File: src/rtl/spart_pkg.sv
// Shared SPART definitions: receiver state encoding, bus register map and default rates.
package spart_pkg;

    typedef enum logic [1:0] {
        IDLE,
        START,
        DATA,
        STOP
    } rx_state_t;

    localparam logic [1:0] ADDR_RXTX   = 2'b00;
    localparam logic [1:0] ADDR_STATUS = 2'b01;
    localparam logic [1:0] ADDR_DB_LO  = 2'b10;
    localparam logic [1:0] ADDR_DB_HI  = 2'b11;

    localparam int unsigned OVERSAMPLE_DEF = 16;
    localparam int unsigned DATA_BITS_DEF  = 8;

endpackage

File: src/rtl/spart_sync2.sv
// Two-flop synchronizer for asynchronous single-bit inputs; reset value is selectable
// so idle-high lines do not produce a false edge when reset is released.
module spart_sync2 #(
    parameter logic RESET_VAL = 1'b0
) (
    input  logic clk,
    input  logic rst,
    input  logic d,
    output logic q
);

    logic meta;

    always_ff @(posedge clk) begin
        if (rst) begin
            meta <= RESET_VAL;
            q    <= RESET_VAL;
        end else begin
            meta <= d;
            q    <= meta;
        end
    end

endmodule

File: src/rtl/spart_rx.sv
// SPART receiver: recovers 8N1 frames from rxd using the baud generator's oversample tick
// and holds the last byte with data-available, framing and overrun status for the bus.
module spart_rx #(
    parameter int unsigned OVERSAMPLE = spart_pkg::OVERSAMPLE_DEF,
    parameter int unsigned DATA_BITS  = spart_pkg::DATA_BITS_DEF
) (
    input  logic                 clk,
    input  logic                 rst,
    input  logic                 enable,
    input  logic                 rxd,
    input  logic                 iocs,
    input  logic                 iorw,
    input  logic [1:0]           ioaddr,
    output logic [DATA_BITS-1:0] rx_data,
    output logic                 rda,
    output logic                 framing_err,
    output logic                 overrun
);

    import spart_pkg::*;

    localparam int unsigned TICK_W = $clog2(OVERSAMPLE);
    localparam int unsigned BIT_W  = $clog2(DATA_BITS + 1);

    localparam logic [TICK_W-1:0] TICK_MID  = TICK_W'(OVERSAMPLE / 2 - 1);
    localparam logic [TICK_W-1:0] TICK_LAST = TICK_W'(OVERSAMPLE - 1);
    localparam logic [BIT_W-1:0]  BIT_LAST  = BIT_W'(DATA_BITS - 1);

    logic                 rxs;
    logic                 rd_clear;
    rx_state_t            state;
    logic [TICK_W-1:0]    tick;
    logic [BIT_W-1:0]     bit_cnt;
    logic [DATA_BITS-1:0] shift;

    spart_sync2 #(
        .RESET_VAL(1'b1)
    ) u_rxd_sync (
        .clk(clk),
        .rst(rst),
        .d  (rxd),
        .q  (rxs)
    );

    assign rd_clear = iocs & iorw & (ioaddr == ADDR_RXTX);

    // Frame recovery advances on oversample ticks; read-clear acts every cycle but
    // is overridden by a frame completing on the same edge.
    always_ff @(posedge clk) begin
        if (rst) begin
            state       <= IDLE;
            tick        <= '0;
            bit_cnt     <= '0;
            shift       <= '0;
            rx_data     <= '0;
            rda         <= 1'b0;
            framing_err <= 1'b0;
            overrun     <= 1'b0;
        end else begin
            if (rd_clear) begin
                rda         <= 1'b0;
                framing_err <= 1'b0;
                overrun     <= 1'b0;
            end

            if (enable) begin
                case (state)
                    IDLE: begin
                        if (!rxs) begin
                            tick  <= '0;
                            state <= START;
                        end
                    end

                    START: begin
                        if (tick == TICK_MID) begin
                            tick    <= '0;
                            bit_cnt <= '0;
                            state   <= rxs ? IDLE : DATA;
                        end else begin
                            tick <= tick + TICK_W'(1);
                        end
                    end

                    // Tick counter wraps naturally, so each sample lands one bit period later.
                    DATA: begin
                        tick <= tick + TICK_W'(1);
                        if (tick == TICK_LAST) begin
                            shift   <= {rxs, shift[DATA_BITS-1:1]};
                            bit_cnt <= bit_cnt + BIT_W'(1);
                            if (bit_cnt == BIT_LAST) begin
                                state <= STOP;
                            end
                        end
                    end

                    STOP: begin
                        tick <= tick + TICK_W'(1);
                        if (tick == TICK_LAST) begin
                            rx_data     <= shift;
                            rda         <= 1'b1;
                            framing_err <= !rxs || (framing_err && !rd_clear);
                            overrun     <= !rd_clear && (rda || overrun);
                            state       <= IDLE;
                        end
                    end

                    default: state <= IDLE;
                endcase
            end
        end
    end

endmodule

File: config.mk
export PLATFORM = sky130hd
export DESIGN_NAME = spart_rx
export DESIGN_NICKNAME = d
export VERILOG_FILES = /design/src/rtl/spart_pkg.sv /design/src/rtl/spart_sync2.sv /design/src/rtl/spart_rx.sv
export SDC_FILE = /design/constraint.sdc
export NUM_CORES = 1
export LEC_CHECK = 0
export ABC_CLOCK_PERIOD_IN_PS = 2900
export CORE_ASPECT_RATIO = 0.8
export CORE_MARGIN = 3
export CORE_UTILIZATION = 57
export CTS_CLUSTER_SIZE = 20
export DETAILED_ROUTE_END_ITERATION = 6
export PLACE_DENSITY = 0.91
export REMOVE_ABC_BUFFERS = 1
export SETUP_SLACK_MARGIN = 0.2
export SLEW_MARGIN = 20
export SYNTH_ARGS = -nofsm -noshare
export SYNTH_HDL_FRONTEND = slang
export SYNTH_SLANG_ARGS = --single-unit
export TNS_END_PERCENT = 100
File: constraint.sdc
create_clock -name clk -period 2.9 [get_ports clk]
set_input_delay 0.58 -clock clk [delete_from_list [all_inputs] [get_ports clk]]
set_output_delay 0.58 -clock clk [all_outputs]
set_load 0.005 [all_outputs]
# Word level (Yosys, flattened, before mapping)
# Cells that the tools add are included.
[classes]
n_eq_ne = 11
n_shift = 0
n_reduce_logical = 15
n_mul = 0
mux = 25
bitwise_logic = 2
n_addsub = 2
div = 0
order_cmp = 0
[op_table]
columns = ["operator", "n"]
rows = [
  ["$mux W4", 4],
  ["$mux W1", 12],
  ["$mux W2", 6],
  ["$pmux W4 S3", 1],
  ["$ne A2 B2 Y1 const B", 5],
  ["$add A4 B1 Y4 const B", 2],
  ["$eq A4 B3 Y1 const B", 2],
  ["$pmux W2 S4", 1],
  ["$pmux W4 S2", 1],
  ["$reduce_and A3 Y1", 2],
  ["$reduce_and A6 Y1", 1],
  ["$eq A2 B2 Y1 const B", 2],
  ["$eq A4 B4 Y1 const B", 1],
  ["$logic_not A2 Y1", 2],
  ["$reduce_and A4 Y1", 1],
  ["$and A1 B1 Y1", 2],
  ["$eq A2 B1 Y1 const B", 1],
  ["$logic_and A1 B1 Y1", 2],
  ["$logic_not A1 Y1", 2],
  ["$logic_or A1 B1 Y1", 2],
  ["$reduce_and A2 Y1", 1],
  ["$reduce_bool A2 Y1", 1],
  ["$reduce_or A2 Y1", 1],
]
[word_totals]
elab_cells = 65
rom_bits = 0
ram_bits = 0
register_bits = 31
input_bits = 8
mem_count = 0
latchBits = 0
output_inout_bits = 11

# Longest topological paths before layout
[logic_depth]
word_depth = 8
depth_mapped = 5
mapped_depth_nobuf = 4

# Hierarchy
# Synthesis repeated with hierarchy kept, for this count alone.
[hier_totals]
cells_unflattened = 157
area_unflattened_um2 = 1530.2
[modules_own_cells]
columns = ["mod", "cells_each", "area_each_um2", "seq_area_each_um2", "n_inst"]
rows = [
  ["spart_rx", 153, 1477.7, 580.6, 1],
  ["spart_sync2", 4, 52.6, 40.0, 1],
]

# Least setup slack after synthesis
# OpenSTA, ideal clock, no wires.
[synth_path]
kind = "input to register"
startpoint = "input port enable"
endpoint = "register framing_err"
cell_stages = 5
setup_time_ps = 59
required_ps = 2841
setup_slack_ps = 1462
n_path_buf = 2
arrival_time_ps = 1379
path_cell_list = "buf_2 -> nand3_1 -> buf_2 -> nor3_1 -> a22o_1"
[synth_via]
elab_chain_len = 1
[synth_lines]
columns = ["element", "line_no", "rtl"]
rows = [
  ["from (decl)", "spart_rx.sv:9", "input logic enable,"],
  ["$mux W1", "spart_rx.sv:66", "if (enable) begin"],
  ["to (signal assigned)", "spart_rx.sv:102", "framing_err <= !rxs || (framing_err && !rd_clear);"],
  ["to (decl)", "spart_rx.sv:16", "output logic framing_err,"],
]
# No other way between the ends.
# A chain may end at the register's enable or synchronous reset.

# Final worst setup path
[layout_path]
startpoint = "input port enable"
endpoint = "register rx_data[7]"
[layout_via]
elab_chain_len = 1
[layout_lines]
columns = ["element", "line_no", "rtl"]
rows = [
  ["$reduce_and A3 Y1 (no source line)", "n/a", ""],
  ["to (signal assigned)", "spart_rx.sv:100", "rx_data <= shift;"],
  ["to (decl)", "spart_rx.sv:14", "output logic [DATA_BITS-1:0] rx_data,"],
]
# No other way between the ends.

==> reports/summary.txt <==
Status: finished, final reports clean
Clock root cell: clkbuf_4
Port Buffers: 18
Maximum VDD drop: 0.317 mV
Leading post-synthesis cells by cell area: dfxtp_1, o21ai_0, a21oi_1
First-pass GRT wire length: 5200 um
CTS tree: yes
Vias in the first global route: 1126
Worst path arrival time: 2200 ps
Max Freq: 498 MHz
Post-Synth Simple-Gate Area: 0.222
Hold buffer count at CTS: 0
#FFs+latches synth: 31
Synth Area in XOR/XNOR: 0.00604
# nets final: 193
Finished Cell Area: 0.00168 sq mm
Clk_lat worst skew: 320 ps
Adder-cell share of the synthesized area: 0.0173
Max-Cap Viols: 0
Post-synthesis sequential area ratio: 0.428
Via count: 1297
Die Area: 0.00319 sq mm
RD Place Congestion: 0.780
Post-detail-place hpwl: 2140 um
# diodes: 0
Initial Util: 0.633
Layout overhead on the synthesized area: 16.1%
Yosys cell types: 38
Pwr dens: 438 mW/mm^2
Final cycle utilization of the critical path: 0.692
Asr flop ratio synth: 0
Worst Hold Class: reg -> reg
Setup TNS: 0 ps
RSZ-0062 raised after global routing: no
Top Ports: 19
Top cell type's share of synthesized area: 0.428
Num Clock Sinks: 31
Pre-Repair DR Iteration Count: 4
Top cell type by total area after synthesis: dfxtp_1
Routed wire length: 3020 um
EDFF count, synth: 0
Largest net degree at the start of global routing: 20
Compound-Gate Fraction of Synth Area: 0.240
CTS max path bufs: 2
Die W: 62.4 um
Main combinational cell family by area after synthesis: compound AO/OA/AOI/OAI gates
Hold Vio Cnt, Final: 0
DRT iter0 DRCs: 109
Remaining DRCs: 0
Gr usage total: 0.211
Setup Buffers After CTS: 0
Multiplexer share of the synthesized area: 0.0207
Final ANT Viol Nets: 0
H-tree levels: 2
Placed cell areas: 0.00161 sq mm
Share of cells above drive strength 1: 0.0924
Std-Cell Rows: 15
Synth Cell Area: 0.00145 sq mm
Total grt overflow: 0
Worst slew pin tran: 577 ps
Total CTS buffers: 5
Static Leak: 0.573 nW
Post-cts sizing count: 0
Syn avg cell area: 8.52 sq um
Final Setup Violations: 0
Wirelength per Cell: 13.9 um
Initial antenna violation count: 0
Yosys warning total: 0
Slew Limit Fails: 0
Die height: 51.1 um
Post-synthesis cell count: 170
CP Launch Type: primary input
CP required: 3090 ps
CP endpoint kind: flip-flop
Via density: 5.95
Worst Clk Skew: 4.76 ps
Most common cell in the netlist: dfxtp_1
Register clock-pin slew on the reported worst setup and hold paths: 90 ps
Worst rel slew slack: 0.614
Synth Flop Type: dfxtp_1
Setup CP Type: in -> reg
Tmin final: 2010 ps
Synth top cells by count: dfxtp_1, o21ai_0, a21oi_1
Crit path max fanout: 13
Placeable Area: 0.00229 sq mm
per-layer routing:
metal / global-route usage / up-vias / wire length, um
met5: 0 / - / 0
met4: 0.121 / 0 / 76
met3: 0.0615 / 9 / 155
met2: 0.332 / 34 / 1430
met1: 0.260 / 613 / 1360
li1: - / 641 / -
cells by family (layout without fill, tap and decap cells):
kind of cell | after synthesis | after routing
compound gates | 61 | 61
xor+xnor | 1 | 1
fa+ha+maj | 2 | 2
buf+inv | 19 | 33
flops | 31 | 31
mux | 3 | 3
simple gates | 53 | 53
metrics by stage:
step           power [mW]  hold slack [ps]   util  std cells  worst slack, ps
6_report            0.738              426  0.735        218              894
5_1_grt             0.772              437  0.735        218              794
4_1_cts             0.743              429  0.735        218              928
3_5_place_dp        0.470              413  0.705        210              593
3_3_place_gp        0.469              399  0.705        210              629
2_1_floorplan       0.449              389      -        155             1260
area by class of cell:
class | instances | area, sq um
timing repair buffer | 21 | 203
inverter | 4 | 15.0
sequential | 31 | 621
tap | 34 | 42.5
multi-input combinational | 120 | 733
clock buffer | 8 | 68.8
fill | 184 | 607
where the power goes:
part | leakage (nW) | total (mW) | internal [mW] | switching (mW)
combinational | 0.284 | 0.0307 | 0.0157 | 0.0150
sequential | 0.250 | 0.429 | 0.427 | 0.00213
clock | 0.0386 | 0.278 | 0.142 | 0.136
path summary, 6_finish.rpt:
check,from,endpoint,slack (ps),cells after the start
worst min register to register,u_rxd_sync.meta$_SDFF_PP1_,u_rxd_sync.q$_SDFF_PP1_,430,1
worst max register to register,tick[0]$_SDFFE_PP0P_,rx_data[7]$_SDFFE_PP0P_,1100,5
worst max-delay path,enable,rx_data[7]$_SDFFE_PP0P_,890,5
worst min-delay path,u_rxd_sync.meta$_SDFF_PP1_,u_rxd_sync.q$_SDFF_PP1_,430,1
flip-flops by register name (all words and copies together) (netlist names), 4 cells and up, named ones only:
register / count
bit_cnt: 4
shift: 8
rx_data: 8
tick: 4
layout by cell type, fill, tap and decap left out, drive strengths merged, types with 3 or more instances in the layout:
cell / instances
or2: 3
inv: 4
nand4b: 3
nor2b: 4
a31oi: 3
mux2i: 3
clkdlybuf4s50: 18
nor2: 5
a21oi: 21
dfxtp: 31
o21ai: 28
nand3: 19
buf: 3
clkbuf: 8
nand2b: 5
critical path, stage by stage:
cell and delay, ps:
clkdlybuf4s50_1 630, nand3_1 380, buf_4 300, o21ai_0 200
a21oi_1 100
Power figures use the tool's default switching activity.
